===== config.mk =====
export PLATFORM = sky130hd
export DESIGN_NAME = mux8_stream_arbiter
export DESIGN_NICKNAME = d
export VERILOG_FILES = /design/src/rtl/mux8_stream_arbiter.sv
export SDC_FILE = /design/constraint.sdc
export NUM_CORES = 1
export LEC_CHECK = 0
export BUFFER_PORTS_ARGS = -buffer_cell sky130_fd_sc_hd__buf_4
export CORE_ASPECT_RATIO = 0.8
export CORE_MARGIN = 5
export CORE_UTILIZATION = 43
export CTS_CLUSTER_DIAMETER = 100
export DETAILED_ROUTE_END_ITERATION = 10
export HOLD_SLACK_MARGIN = 0.08
export PLACE_DENSITY = 0.77
export SLEW_MARGIN = 20
export SYNTH_ARGS = -nofsm -noshare
export SYNTH_HDL_FRONTEND = slang
export SYNTH_SLANG_ARGS = --single-unit

===== constraint.sdc =====
create_clock -name clock -period 5.4 [get_ports clock]
set_clock_uncertainty 0.2 [all_clocks]
set_input_delay 1.08 -clock clock [delete_from_list [all_inputs] [get_ports clock]]
set_output_delay 1.08 -clock clock [all_outputs]
set_load 0.05 [all_outputs]

===== src/rtl/mux8_stream_arbiter.sv =====
// Eight-input valid/ready arbiter for a CGRA processing element.
// Round-robin mode rotates the grant over all valid inputs. Static mode
// pins the route to cfg_sel. The chosen word lands in a single registered
// output stage with no skid buffer, giving one word per cycle.
module mux8_stream_arbiter #(
  parameter int unsigned WIDTH = 32
) (
  input  logic               clock,
  input  logic               reset,
  input  logic               cfg_mode,
  input  logic [2:0]         cfg_sel,
  input  logic [7:0]         in_valid,
  input  logic [8*WIDTH-1:0] in_data,
  output logic [7:0]         in_ready,
  output logic               out_valid,
  output logic [WIDTH-1:0]   out_data,
  output logic [2:0]         out_src,
  input  logic               out_ready
);

  logic             out_valid_q;
  logic [WIDTH-1:0] out_data_q;
  logic [2:0]       out_src_q;
  logic [2:0]       rr_ptr_q;

  logic             cand_found;
  logic [2:0]       cand_idx;
  logic [2:0]       search_idx;
  logic             can_load;
  logic             xfer;
  logic [WIDTH-1:0] sel_word;

  assign out_valid = out_valid_q;
  assign out_data  = out_data_q;
  assign out_src   = out_src_q;

  // Pick the candidate: first valid input from rr_ptr upward, or cfg_sel when static.
  always_comb begin
    cand_found = 1'b0;
    cand_idx   = rr_ptr_q;
    search_idx = '0;
    if (cfg_mode) begin
      for (int k = 0; k < 8; k++) begin
        search_idx = rr_ptr_q + 3'(k);
        if (!cand_found && in_valid[search_idx]) begin
          cand_found = 1'b1;
          cand_idx   = search_idx;
        end
      end
    end else begin
      cand_idx   = cfg_sel;
      cand_found = in_valid[cfg_sel];
    end
  end

  // Grant the candidate only when the output stage can take a word; reset blocks any handshake.
  always_comb begin
    can_load = !out_valid_q || out_ready;
    xfer     = cand_found && can_load && !reset;
    in_ready = '0;
    if (xfer) begin
      in_ready[cand_idx] = 1'b1;
    end
  end

  // Data mux feeding the output register only; in_data never reaches an output combinationally.
  always_comb begin
    sel_word = '0;
    for (int i = 0; i < 8; i++) begin
      if (3'(i) == cand_idx) begin
        sel_word = in_data[i*WIDTH +: WIDTH];
      end
    end
  end

  // Output register and round-robin pointer.
  always_ff @(posedge clock) begin
    if (reset) begin
      out_valid_q <= 1'b0;
      out_data_q  <= '0;
      out_src_q   <= '0;
      rr_ptr_q    <= '0;
    end else if (xfer) begin
      out_valid_q <= 1'b1;
      out_data_q  <= sel_word;
      out_src_q   <= cand_idx;
      // Static grants leave the pointer parked so round-robin resumes where it left off.
      if (cfg_mode) begin
        rr_ptr_q <= cand_idx + 3'd1;
      end
    end else if (out_valid_q && out_ready) begin
      out_valid_q <= 1'b0;
    end
  end

endmodule


Word level (Yosys, flattened, before mapping) --
Cells that the tools add are included.
Word-level totals: flip-flop bits (word level) 39, bits of input ports 271, output and inout bits 44, word-level logic and storage cells 109
Cells by class: order comparisons 11, equality and inequality tests 7, mux-type cells 55, reductions and logical operators 24, add/sub/neg operators 8
Operator list (number):
- $mux W32 | 8
- $lt A3 B4 Y1 const B | 10
- $mux W1 | 28
- $bmux W1 S3 | 9
- $mux W3 | 8
- $add A3 B3 Y3 const B | 4
- $eq A3 B3 Y1 const A | 4
- $logic_and A1 B1 Y1 | 11
- $logic_not A1 Y1 | 9
- $mux W8 | 1
- $add A3 B1 Y3 const B | 2
- $add A3 B2 Y3 const B | 2
- $eq A2 B3 Y1 const A | 2
- $demux W1 S3 | 1
- $eq A1 B3 Y1 const A | 1
- $ge A3 B1 Y1 const B | 1
- $logic_not A3 Y1 | 1
- $reduce_and A2 Y1 | 1
- $reduce_bool A2 Y1 | 1
- $logic_or A1 B1 Y1 | 1

Depth between registers and ports, before layout --
Gate-level depths: netlist (run 1).
word-level depth 41, depth in mapped cells 24, depth with buffers taken out 18

Least setup slack after synthesis (run 1) --
OpenSTA, ideal clock, no wires.
path type reg2out, start register rr_ptr_q[0], end output port in_ready[2], path buffers 4, arrival time 4.673 ns, stages on the path, launching flop included 16, required time 4.120 ns, slack -0.553 ns, cells stage by stage dfxtp_1 buf_4 buf_2 inv_1 ha_1 buf_4 mux2_1 mux4_2 a22o_1 and2_1 nor4_1 o221ai_2 buf_2 nand2_1 inv_2 nor3_1
On the way: cells in the longest elaborated chain, start to end 37, elaborated cells on any way between the ends 69, classes of those cells add/sub (7); order compare (2); mux (43); reduce/logical (17)
Ends and longest elaborated chain:
- from (decl) | RTL line 24 | logic [2:0] rr_ptr_q;
- from (signal assigned) | RTL line 89 | rr_ptr_q <= cand_idx + 3'd1;
- parallel branches: the longest is 36 deep, another holds $add A3 B1 Y3
- $mux W8 (*) | RTL line 61 | if (xfer) begin
- to (decl) | RTL line 14 | output logic [7:0] in_ready,
Mark *: on every way between the ends. The select of a mux whose other input is x is not followed.

Worst setup path in the final report (run 1) --
start input port in_valid[1], end output port in_ready[7]
On the way: cells in the longest elaborated chain, start to end 37, elaborated cells on any way between the ends 64, classes of those cells order compare (2); mux (45); reduce/logical (17)
Ends and longest elaborated chain:
- from (decl) | RTL line 12 | input logic [7:0] in_valid,
- $bmux W1 S3 | RTL line 45 | if (!cand_found && in_valid[search_idx]) begin
- $mux W1 (implied by the code) | RTL line 45
- $mux W1 | RTL line 45
- $mux W1 | RTL line 42 | if (cfg_mode) begin
- $logic_not A1 Y1 | RTL line 45
- $logic_and A1 B1 Y1 | RTL line 45
- $mux W1 | RTL line 45
- $mux W1 | RTL line 42
- [21 not listed]
- $logic_and A1 B1 Y1 | RTL line 45
- $mux W3 | RTL line 45
- $mux W3 | RTL line 42
- $lt A3 B4 Y1 (implied by the code) or $ge A3 B1 Y1 (tied branches) | RTL line 62 | in_ready[cand_idx] = 1'b1;
- $logic_and A1 B1 Y1 (implied by the code) | RTL line 62
- $mux W1 (implied by the code) | RTL line 62
- $demux W1 S3 | RTL line 62
- $mux W8 (*) | RTL line 61
Mark *: on every way between the ends. The rest lies on a longest branch, timed or not. The select of a mux whose other input is x is not followed.

==> results of run 1 <==
==> metrics by stage <==
step	setup slack [ns]	power, W
finish	0.1938	0.002913
global route	0.05745	0.003086
CTS	0.05658	0.002866
detailed placement	0.1991	0.002542
global placement	0.1780	0.002532
floorplan	-0.1132	0.001884
==> worst min path at each step <==
stage	cells past startpoint	to	slack, ns
3_5_place_dp	2	out_src[2]	0.30
4_1_cts	2	out_src[2]	0.31
5_1_grt	2	out_src[2]	0.34
3_3_place_gp	2	out_src[2]	0.29
2_1_floorplan	2	out_src[1]	0.51
6_report	2	out_src[1]	0.31
==> sequential cells by signal (all words and copies together), names as in the netlist <==
| register | cells |
|---|---|
| rr_ptr_q | 3 |
| out_src | 3 |
| out_data | 32 |
| out_valid | 1 |
==> critical path: cells and delay by family <==
kind / cells / cell delay, ns
AO/OA/AOI/OAI: 5 / 1.08
buffers and inverters: 4 / 0.72
multiplexers: 1 / 0.57
AND/OR/NAND/NOR: 1 / 0.47
==> cell type report <==
class,count,area [um2]
clock buffers,8,156.4
fillers,1326,5175
inverters,11,41.29
multi-input cells,701,5004
flip-flops and latches,39,780.7
well taps,184,230.2
repair buffers,355,2715
==> logic make-up (layout without fill, tap and decap cells) <==
family                     after synthesis  count (layout)  synth area share, %
muxes                                   36              36                9.357
adders and majority gates                5               5                1.024
xor gates and xnor gates                 5               5               0.7166
buffers and inverters                  118             374                7.842
and+or+nand+nor                        352             352                28.03
DFF                                     39              39                12.78
AOI/OAI and AO/OA                      303             303                40.25
==> cell usage in the layout, fill, tap and decap left out, drive strengths merged, types with 4 or more instances in the layout <==
| master | count |
|---|---|
| nor2 | 37 |
| o41ai | 32 |
| a311oi | 35 |
| a22oi | 64 |
| nor2b | 37 |
| xnor2 | 4 |
| and2 | 4 |
| buf | 355 |
| mux2i | 11 |
| dfxtp | 39 |
| a31oi | 34 |
| nand2 | 144 |
| a32oi | 32 |
| a21oi | 10 |
| nand2b | 36 |
| o221ai | 33 |
| clkbuf | 8 |
| o2bb2ai | 32 |
| nor3 | 10 |
| nand3 | 35 |
| nand4 | 32 |
| mux2 | 9 |
| inv | 9 |
| mux4 | 16 |
| ha | 5 |
| o21ai | 4 |
==> power breakdown <==
group	internal [W]	switching, W	total (W)
clock network	0.000197	0.000128	0.000325
registers	0.000330	0.0000349	0.000364
logic	0.000902	0.00132	0.00222
total	0.00143	0.00148	0.00291
==> layer usage <==
metal	global-route usage, %	wire length (um)	up-vias
li1	-	-	3920
met1	44.77	11580	3837
met2	52.78	13330	620
met3	5.649	3600	78
met4	8.783	947	0
met5	0	0	-
==> run summary, run 1 <==
status = finished, final reports clean
post-CTS setup buffers = 0
Hold Startpoint = out_src[1]
routability cong. = 0.9222
dominant cell type by area after synthesis = dfxtp_1
post-cts resize count = 0
Die ar. = 16,710 um2
Synth async-reset ratio = 0%
DR vias = 8,455
synthesis-stage register bit count = 39
CP startpoint = in_valid[1]
Num CTS Buffers = 5
Post-synth top cells = nand2_1, clkbuf_1, a22oi_1, dfxtp_1
Worst path max stage delay = 0.57 ns
CTS tree = built
RSZ-0062 raised after global routing = false
Rel. slew slack = 29.57%
register area share after synthesis = 12.78%
worst hold path class = reg2reg
core area = 14,100 um2
P_leak = 3.711 nW
Slew @ Worst Pin = 1.057 ns
prevailing post-synth register cell = dfxtp_1
CTS clk-pin slew, worst paths = 0.06 ns
synth top area cells = dfxtp_1, nand2_1, a22oi_1
vias per cell = 6.514
CP Launch Type = input port
FP Rows = 39
Clock Latency Late Sink = 0.28 ns
htree depth = 2
critical path data arrival time = 3.93 ns
vias in the first global route = 7,627
Area growth, synth to finish = 46.09%
setup tns final = 0 ns
CP max-delay cell = mux4_2
clock buffer depth = 2
drt drc = 0
first-pass GRT wire length = 43.40 mm
drt first-iter violations = 1,056
Distinct cells, synth = 65
chip height = 116.6 um
fin crit period = 5.206 ns
count leader, synth = nand2_1
placed cell area = 8758 um2
top cell type's share of synthesized area = 12.78%
Final #Nets = 1,389
Slew Viols, Final = 0
layout cell share with drive strength beyond 1 = 37.25%
Clk Tree Root Cell = clkbuf_16
drt pass-1 iters = 6
DRT Wirelength = 29.46 mm
worst-path fanout max = 37
Fmax achieved = 192.1 MHz
io pins = 315
Crit path required time = 4.12 ns
Die Wd = 143.3 um
end of the critical path = in_ready[7]
antenna violations before repair = 0
Hold Vio Cnt, Final = 0
syn nets = 1,134
# diodes = 0
R2R Path End = out_data[31]
R2R cell count = 19
starting density of the core = 43.33%
largest net degree at the start of global routing = 97
post-route cell area = 8927 um2
hold buffer count at cts = 0
total grt overflow = 0
Crit path top cell by count = buf_4
final worst-path cycle share = 96.41%
reg2reg start = rr_ptr_q[0]
worst vdd ir = 193.2 uV
Max Cap Viol = 0
Routed Antenna Nets = 0
Post-synth EDFFs = 0
Final setup viols = 0
yosys warns = 0
Util after Layout = 63.30%
Num Clock Sinks = 39
placed cells = 1,290
PortBufs = 314
WL per Instance = 22.70 um
r2r setup slk = 0.47 ns
Cell Count, Final, Fillers Out = 1,298
Avg Synthesized Cell Area = 7.122 um2
Post-Syn Instances = 858
hold_ws = 0.3121 ns
Syn Std Cell Area = 6111 um2
hpwl dp = 21.17 mm
Tot GR Track Use = 32.48%
CP cell instances = buf_4 > mux4_2 > or3b_2 > a211oi_1 > a221oi_1 > o211a_1 > o21ai_4 > buf_12 > o2111ai_4 > inv_1 > buf_4
critical path class = in2out
Cell Pwr Density = 326.3 nW/um2
CP endpoint kind = primary output
Note: power is estimated with default switching activity, not from simulation.
==> run 2: changes to the inputs <==
==> constraint.sdc (replaced) <==
create_clock -name clock -period 5.4 [get_ports clock]
set_clock_uncertainty 0.2 [all_clocks]
set_input_delay 0.81 -clock clock [delete_from_list [all_inputs] [get_ports clock]]
set_output_delay 0.81 -clock clock [all_outputs]
set_load 0.05 [all_outputs]
==> run summary, run 2 (synthesis gave the netlist of run 1 again) <==
status = finished, final reports clean
Routed Antenna Nets = 0
DRT Wirelength = 29.52 mm
Clk Tree Root Cell = clkbuf_16
Util after Layout = 62.15%
Hold Vio Cnt, Final = 0
htree depth = 2
vias per cell = 6.599
hold buffer count at cts = 0
Register Area = 780.7 um2
Clock Latency Late Sink = 0.27 ns
Hold Path Cell Cnt = 2
Fmax achieved = 192.5 MHz
worst-path fanout max = 22
Crit path required time = 4.39 ns
CTS tree = built
layout cell share with drive strength beyond 1 = 36.22%
core area = 14,100 um2
Max Cap Viol = 0
# diodes = 0
Slew Viols, Final = 0
most frequent cells in the layout = buf_4, nand2_1, a22oi_1
drt first-iter violations = 978
Cell Count, Final, Fillers Out = 1,294
placed cells = 1,286
Rel. slew slack = 30.08%
Final setup viols = 0
DR vias = 8,539
critical path data arrival time = 4.18 ns
vias in the first global route = 7,774
largest net degree at the start of global routing = 97
final worst-path cycle share = 96.20%
P_leak = 3.651 nW
drt pass-1 iters = 5
PortBufs = 314
hpwl dp = 21.22 mm
clock buffer depth = 2
R2R cell count = 19
Cell Pwr Density = 325.5 nW/um2
Area growth, synth to finish = 43.43%
fin crit period = 5.195 ns
starting density of the core = 43.33%
critical path class = reg2out
Final #Nets = 1,385
commonest non-fill, non-tap cell in the layout = buf_4
worst vdd ir = 255.8 uV
multi-input logic area = 4927 um2
RSZ-0062 raised after global routing = false
io pins = 315
total grt overflow = 0
CP Launch Type = flop
number of flip-flops under the largest register name = 32
CTS clk-pin slew, worst paths = 0.06 ns
Die Wd = 143.3 um
Num CTS Buffers = 5
chip height = 116.6 um
Tot GR Track Use = 32.89%
post-cts resize count = 0
post-CTS setup buffers = 0
FP Rows = 39
drt drc = 0
antenna violations before repair = 0
worst hold path class = reg2reg
routability cong. = 0.9907
setup tns final = 0 ns
Slew @ Worst Pin = 1.049 ns
Die ar. = 16,710 um2
# fillers = 1,349
first-pass GRT wire length = 43.97 mm
WL per Instance = 22.81 um
Num Clock Sinks = 39
CP endpoint kind = primary output
[run 2: cell count changes in the layout (fill, tap and decap cells not counted), moves of 2 or more]
cell      before  now
buf_12         4    1
nor3_1         2    9
clkbuf_8       2    0
nor3_2         4    1
nor3_4         4    0
[run 2: metrics by stage]
stage               worst slack (ns)  hold WS, ns  cell area, um2  total power (W)
finish                        0.2054       0.2971            8765         0.002853
detailed placement            0.3103       0.2928            8625         0.002508
global route                0.006303       0.3348            8765         0.003029
CTS                           0.1383       0.3009            8762         0.002807
floorplan                    -0.2832       0.5090            6111         0.001866
global placement              0.3892       0.2887            8625         0.002497
[run 2: routing by layer]
metal  vias to the layer above  track usage (%)  share of wire, %
met2                       629            50.34                44
met4                         0            11.36               3.7
met1                      3912            45.99                40
met5                         -                0                 0
met3                        88            7.041                12
li1                       3910                -                 -
[run 2: layout make-up]
| type | count | area share [%] |
|---|---|---|
| Sequential cell | 39 | 8.908 |
| Multi-Input combinational cell | 701 | 56.22 |
| Clock buffer | 7 | 1.513 |
| Timing Repair Buffer | 351 | 30.21 |
| Inverter | 11 | 0.4711 |
| Clock inverter | 1 | 0.05710 |
| Tap cell | 184 | 2.627 |
[run 2: power by group]
| part | switching [W] | internal [W] |
|---|---|---|
| clock | 0.000128 | 0.000171 |
| sequential | 0.0000344 | 0.000330 |
| combinational | 0.00131 | 0.000875 |
| total | 0.00148 | 0.00138 |
[run 2: final timing paths]
kind	startpoint	slack [ns]	end
worst max-delay path	rr_ptr_q[0]	0.21	in_ready[7]
worst min-delay path	out_src[1]	0.30	out_src[1]
worst max register to register	rr_ptr_q[0]	0.33	out_data[9]
worst min register to register	out_src[1]	0.30	out_src[1]
[run 2: worst max-delay path, stage by stage, from the launching register on]
cell and delay [ns]:
dfxtp_1 0.34, inv_1 0.10, ha_2 0.51, mux2_1 0.38, mux4_2 0.53, a22o_1 0.27, a31o_1 0.24, o21a_1 0.24
o31ai_4 0.22, buf_4 0.27, buf_4 0.36, o2111ai_4 0.16, inv_1 0.10, buf_4 0.19
